## src/rtl/mips_multicycle_ctrl.sv

```systemverilog
// Multicycle MIPS main controller: sequences each instruction through 3-5 states,
// waits on a variable-latency memory handshake, and traps illegal opcodes.
module mips_multicycle_ctrl #(
  parameter bit EN_BYTE      = 1'b1,
  parameter bit TRAP_ILLEGAL = 1'b1
) (
  input  logic       clk,
  input  logic       reset,
  input  logic [5:0] op,
  input  logic       mem_ready,
  output logic       mem_req,
  output logic       iord,
  output logic       irwrite,
  output logic       pcwrite,
  output logic       regwrite,
  output logic       memwrite,
  output logic       memtoreg,
  output logic       alusrca,
  output logic       branch,
  output logic       bne,
  output logic       jal,
  output logic       lb,
  output logic       sb,
  output logic [1:0] regdst,
  output logic [1:0] alusrcb,
  output logic [1:0] pcsrc,
  output logic [1:0] aluop,
  output logic       illegal,
  output logic [3:0] state
);

  // state     | meaning
  // FETCH     | read instruction at PC, PC <= PC+4 on mem_ready
  // DECODE    | read registers, precompute branch target
  // MEMADR    | compute load/store address
  // MEMREAD   | load access, wait for mem_ready
  // MEMWB     | write load data to rt
  // MEMWRITE  | store access, wait for mem_ready
  // EXECUTE   | R-type ALU operation
  // ALUWB     | write ALU result to rd
  // BRANCH    | compare and conditionally redirect PC
  // IEXEC     | immediate ALU operation
  // IWB       | write immediate result to rt
  // JUMP      | jump, plus link write for JAL
  // ILLEGAL   | unsupported opcode seen
  typedef enum logic [3:0] {
    S_FETCH    = 4'd0,
    S_DECODE   = 4'd1,
    S_MEMADR   = 4'd2,
    S_MEMREAD  = 4'd3,
    S_MEMWB    = 4'd4,
    S_MEMWRITE = 4'd5,
    S_EXECUTE  = 4'd6,
    S_ALUWB    = 4'd7,
    S_BRANCH   = 4'd8,
    S_IEXEC    = 4'd9,
    S_IWB      = 4'd10,
    S_JUMP     = 4'd11,
    S_ILLEGAL  = 4'd15
  } state_e;

  localparam logic [5:0] OP_RTYPE = 6'b000000;
  localparam logic [5:0] OP_LW    = 6'b100011;
  localparam logic [5:0] OP_SW    = 6'b101011;
  localparam logic [5:0] OP_LB    = 6'b100000;
  localparam logic [5:0] OP_SB    = 6'b101000;
  localparam logic [5:0] OP_BEQ   = 6'b000100;
  localparam logic [5:0] OP_BNE   = 6'b000101;
  localparam logic [5:0] OP_ADDI  = 6'b001000;
  localparam logic [5:0] OP_SLTI  = 6'b001010;
  localparam logic [5:0] OP_J     = 6'b000010;
  localparam logic [5:0] OP_JAL   = 6'b000011;

  state_e state_q, state_d;

  logic is_lb, is_sb, is_load, is_store, is_slti;

  assign is_lb    = EN_BYTE && (op == OP_LB);
  assign is_sb    = EN_BYTE && (op == OP_SB);
  assign is_load  = (op == OP_LW) || is_lb;
  assign is_store = (op == OP_SW) || is_sb;
  assign is_slti  = (op == OP_SLTI);

  always_ff @(posedge clk or posedge reset) begin
    if (reset) state_q <= S_FETCH;
    else       state_q <= state_d;
  end

  always_comb begin
    state_d = state_q;
    unique case (state_q)
      S_FETCH:    if (mem_ready) state_d = S_DECODE;
      S_DECODE: begin
        if (op == OP_RTYPE)                      state_d = S_EXECUTE;
        else if (is_load || is_store)            state_d = S_MEMADR;
        else if (op == OP_BEQ || op == OP_BNE)   state_d = S_BRANCH;
        else if (op == OP_ADDI || is_slti)       state_d = S_IEXEC;
        else if (op == OP_J || op == OP_JAL)     state_d = S_JUMP;
        else                                     state_d = S_ILLEGAL;
      end
      S_MEMADR:   state_d = is_store ? S_MEMWRITE : S_MEMREAD;
      S_MEMREAD:  if (mem_ready) state_d = S_MEMWB;
      S_MEMWB:    state_d = S_FETCH;
      S_MEMWRITE: if (mem_ready) state_d = S_FETCH;
      S_EXECUTE:  state_d = S_ALUWB;
      S_ALUWB:    state_d = S_FETCH;
      S_BRANCH:   state_d = S_FETCH;
      S_IEXEC:    state_d = S_IWB;
      S_IWB:      state_d = S_FETCH;
      S_JUMP:     state_d = S_FETCH;
      S_ILLEGAL:  state_d = TRAP_ILLEGAL ? S_ILLEGAL : S_FETCH;
      default:    state_d = S_ILLEGAL;
    endcase
  end

  always_comb begin
    mem_req  = 1'b0;
    iord     = 1'b0;
    irwrite  = 1'b0;
    pcwrite  = 1'b0;
    regwrite = 1'b0;
    memwrite = 1'b0;
    memtoreg = 1'b0;
    alusrca  = 1'b0;
    branch   = 1'b0;
    bne      = 1'b0;
    jal      = 1'b0;
    lb       = 1'b0;
    sb       = 1'b0;
    regdst   = 2'b00;
    alusrcb  = 2'b00;
    pcsrc    = 2'b00;
    aluop    = 2'b00;
    illegal  = 1'b0;
    unique case (state_q)
      S_FETCH: begin
        mem_req = 1'b1;
        alusrcb = 2'b01;
        // Reset must not let a fetch commit even if memory happens to be ready.
        irwrite = mem_ready & ~reset;
        pcwrite = mem_ready & ~reset;
      end
      S_DECODE:   alusrcb = 2'b11;
      S_MEMADR: begin
        alusrca = 1'b1;
        alusrcb = 2'b10;
      end
      S_MEMREAD: begin
        mem_req = 1'b1;
        iord    = 1'b1;
      end
      S_MEMWB: begin
        regwrite = 1'b1;
        memtoreg = 1'b1;
        lb       = (op == OP_LB);
      end
      S_MEMWRITE: begin
        mem_req  = 1'b1;
        iord     = 1'b1;
        memwrite = 1'b1;
        sb       = (op == OP_SB);
      end
      S_EXECUTE: begin
        alusrca = 1'b1;
        aluop   = 2'b10;
      end
      S_ALUWB: begin
        regwrite = 1'b1;
        regdst   = 2'b01;
      end
      S_BRANCH: begin
        alusrca = 1'b1;
        aluop   = 2'b01;
        pcsrc   = 2'b01;
        branch  = (op == OP_BEQ);
        bne     = (op == OP_BNE);
      end
      S_IEXEC: begin
        alusrca = 1'b1;
        alusrcb = 2'b10;
        aluop   = is_slti ? 2'b11 : 2'b00;
      end
      S_IWB: begin
        regwrite = 1'b1;
        aluop    = is_slti ? 2'b11 : 2'b00;
      end
      S_JUMP: begin
        pcwrite = 1'b1;
        pcsrc   = 2'b10;
        // PC already holds PC+4 here, which is the link value for JAL.
        if (op == OP_JAL) begin
          regwrite = 1'b1;
          regdst   = 2'b10;
          jal      = 1'b1;
        end
      end
      S_ILLEGAL:  illegal = 1'b1;
      default:    illegal = 1'b1;
    endcase
  end

  assign state = state_q;

endmodule

```

## config.mk

```make
export PLATFORM = sky130hd
export DESIGN_NAME = mips_multicycle_ctrl
export DESIGN_NICKNAME = d
export VERILOG_FILES = /design/src/rtl/mips_multicycle_ctrl.sv
export SDC_FILE = /design/constraint.sdc
export NUM_CORES = 1
export LEC_CHECK = 0
export CELL_PAD_IN_SITES_DETAIL_PLACEMENT = 1
export CELL_PAD_IN_SITES_GLOBAL_PLACEMENT = 2
export CORE_UTILIZATION = 20
export DETAILED_ROUTE_END_ITERATION = 8
export PLACE_DENSITY = 0.89
export SLEW_MARGIN = 15
export SYNTH_ARGS = -nofsm -noshare
export SYNTH_HDL_FRONTEND = slang
export SYNTH_SLANG_ARGS = --single-unit
```

## constraint.sdc

```tcl
create_clock -name clk -period 1.4 [get_ports clk]
set_input_delay 0.21 -clock clk [delete_from_list [all_inputs] [get_ports clk]]
set_output_delay 0.21 -clock clk [all_outputs]
set_load 0.02 [all_outputs]
```

==> results.py <==
metrics = {
    "status": {
        "status": "finished with violations",
        "violations": "negative setup slack",
    },
    "floorplan": {
        "rows": 20,
        "initial_utilization_pct": 21.5,
        "dieArea_um2": 3600,
        "die_x_um": 60.0,
        "core_area_um2": 3130,
        "io_pins": 35,
        "die_h_um": 60.0,
    },
    "synth": {
        "synthAdderAreaFrac_pct": 1.68,
        "synth_flop_cell": "dfrtp_1",
        "synthesis.nets": 103,
        "synthDistinctLibCells": 38,
        "yosys.area_share.simple_pct": 42.8,
        "synth_cells": 94,
        "ys_seq_area_share_pct": 14.9,
        "synth_warnings": 0,
        "synth_edf_count": 0,
        "synthMuxAreaShare_pct": 0,
        "synth_seq_cells": 4,
        "postSynth.asyncResetShare_pct": 100,
        "synthesis.area_um2": 672,
        "synth-compound-area-share_pct": 25.7,
        "synth_xor_area_share_pct": 1.30,
        "syn_avg_cell_area_um2": 7.15,
        "synth_top_family_by_area": "simple AND/OR/NAND/NOR gates",
    },
    "route": {
        "viasPerCell": 4.81,
        "antenna_left": 0,
        "drc": 0,
        "vias": 1086,
        "drt_first_pass_iters": 4,
        "detail_route.wl_per_cell_um": 17.1,
        "drt_iter0_markers": 17,
        "wl_mm": 3.86,
    },
    "place": {
        "placed_area_um2": 1400,
        "portBuffers": 34,
        "dpl.hpwl_mm": 2.42,
        "pre_cts_slack_ns": -0.922,
        "gp_congestion": 0.776,
    },
    "clocking": {
        "hold_buffers": 0,
        "numCtsBuffers": 3,
        "clkTransAtPathRegs_ns": 0.04,
        "clk_latency_ns": 0.24,
        "cts_tree": "yes",
        "cts.sinks": 4,
        "clock-root-buffer": "clkbuf_4",
        "htreeDepth": 1,
        "cts_buffer_depth": 2,
    },
    "critical_path": {
        "cp_top_family": "simple AND/OR/NAND/NOR gates",
        "end_kind": "primary output",
        "crit_fanout": 8,
        "path_cells": "or2_4 -> nor2_4 -> and3b_2 -> buf_6",
        "path_buf_inv": 1,
        "crit_arrival_ns": 1.46,
        "max_stage_delay_ns": 0.48,
        "start_kind": "flip-flop",
        "crit_slowest_cell": "dfrtp_2",
        "crit_required_ns": 1.19,
        "crit_type": "reg -> out",
    },
    "grt": {
        "grt_first_pass_wirelength_mm": 6.00,
        "grt_remaining_overflow": 0,
        "grt_usage_pct": 22.9,
        "grt_max_degree": 9,
        "grt_antenna_before_repair": 0,
        "grt_pass1_vias": 1222,
    },
    "sta": {
        "slew_headroom_pct": 76.3,
        "finalWorstSetupSlack_ns": -0.268,
        "rsz0062_at_grt": "true",
        "setup_violations": 25,
        "skew_ns": 0.00203,
        "slew_viol_final": 0,
        "min_period_ns": 1.67,
        "max_freq_mhz": 600,
        "hold_viol_final": 0,
        "post-route-period-util_pct": 119,
        "worst_pin_slew_ns": 0.351,
    },
    "layout": {
        "final_common_cell": "buf_4",
        "fin_util_pct": 56.5,
        "design_area_um2": 1770,
        "nNetsFinal": 193,
        "drive_gt1_share_pct": 78.0,
        "final_cell_mix": "buf_4 (44), buf_6 (33), nor2_4 (7)",
        "area_growth_pct": 163,
        "diodes": 0,
        "largest_register_ffs": 4,
    },
    "flow_run": {
        "cap_viol_max_count": 0,
    },
    "pwr": {
        "peakVddDrop_v": 0.000131,
        "powerDensity_nw_per_um2": 218,
        "power_mw": 0.386,
        "power.leakage_nw": 0.803,
    },
    "min_path": {
        "hp-class": "in -> async",
    },
}
==> layout make-up <==
| cell class | count | area (µm²) |
|---|---|---|
| flip-flops and latches | 4 | 105 |
| inverters | 5 | 18.8 |
| clock buffers | 3 | 22.5 |
| repair buffers | 92 | 816 |
| fillers | 381 | 1360 |
| multi-input cells | 78 | 751 |
| well taps | 44 | 55.1 |
==> synth_stat cells (all sizes together), types with 2 or more instances <==
library cell / n / area share (%)
nand3: 3 / 2.2
clkbuf: 5 / 7.4
a211o: 2 / 2.6
nor4: 3 / 2.8
nand4: 2 / 1.9
or2: 2 / 1.9
a211oi: 3 / 4.1
nor3b: 2 / 3.7
and4: 2 / 2.6
buf: 2 / 3.4
a21oi: 5 / 3.7
nor3: 3 / 2.2
nand2: 8 / 4.5
nand2b: 7 / 6.5
nor2: 15 / 9.1
dfrtp: 4 / 15
inv: 5 / 2.8
nor2b: 2 / 1.9
o21ai: 5 / 3.7
==> power by group <==
group / switching [mW] / internal [mW] / total (mW) / leakage, nW
registers: 0 / 0.116 / 0.116 / 0.0337
clock network: 0.0491 / 0.0960 / 0.145 / 0.0138
logic: 0.0623 / 0.0620 / 0.124 / 0.756
total: 0.111 / 0.274 / 0.386 / 0.803
==> metal layers <==
metal,global-route usage (%),vias to the layer above,wire [µm]
met5,0,-,0
met4,11.3,0,108
met3,1.95,12,127
met2,41.1,28,2030
met1,27.0,526,1590
li1,-,520,-
==> per-stage QoR <==
stage | instances | TNS [ns] | hold slack [ns]
after global placement | 209 | -12.64 | 0.490
after floorplan | 94 | -0.279 | -0.0187
after detailed placement | 209 | -13.57 | 0.511
final | 226 | -3.55 | 0.276
after global routing | 226 | -5.04 | 0.295
after CTS | 224 | -3.19 | 0.273
==> worst register-to-register path, delay by kind of cell, from the launching register on <==
family	cells	cell delay, ns
flops	1	0.47
buf+inv	3	0.39
simple gates	3	0.39
compound gates	1	0.14
==> path summary, 6_finish.rpt <==
kind / start / to / slack, ns / cells after the start
worst min register to register: state[3] / state[0] / 0.80 / 2
min in group clk: op[5] / state[1] / 0.48 / 5
worst max-delay path: state[0] / lb / -0.27 / 4
worst min-delay path: reset / state[3] / 0.28 / 3
max in group asynchronous: reset / state[0] / 1.01 / 3
worst max register to register: state[0] / state[0] / -0.08 / 7
==> logic make-up after synthesis <==
family | after synthesis
flip-flops | 4
buffers and inverters | 12
adder cells (fa/ha/maj) | 1
AO/OA/AOI/OAI | 24
XOR/XNOR | 1
AND/OR/NAND/NOR | 52
==> timing repair <==
item / 4_1_cts / 5_1_grt
endpoints found under the setup margin: 30 / 29
resized for setup: 187 / 38
pin swaps: 17 / 19
buffers inserted: 14 / 5
endpoints found under the hold margin: 0 / 0
Power figures use the tool's default switching activity.
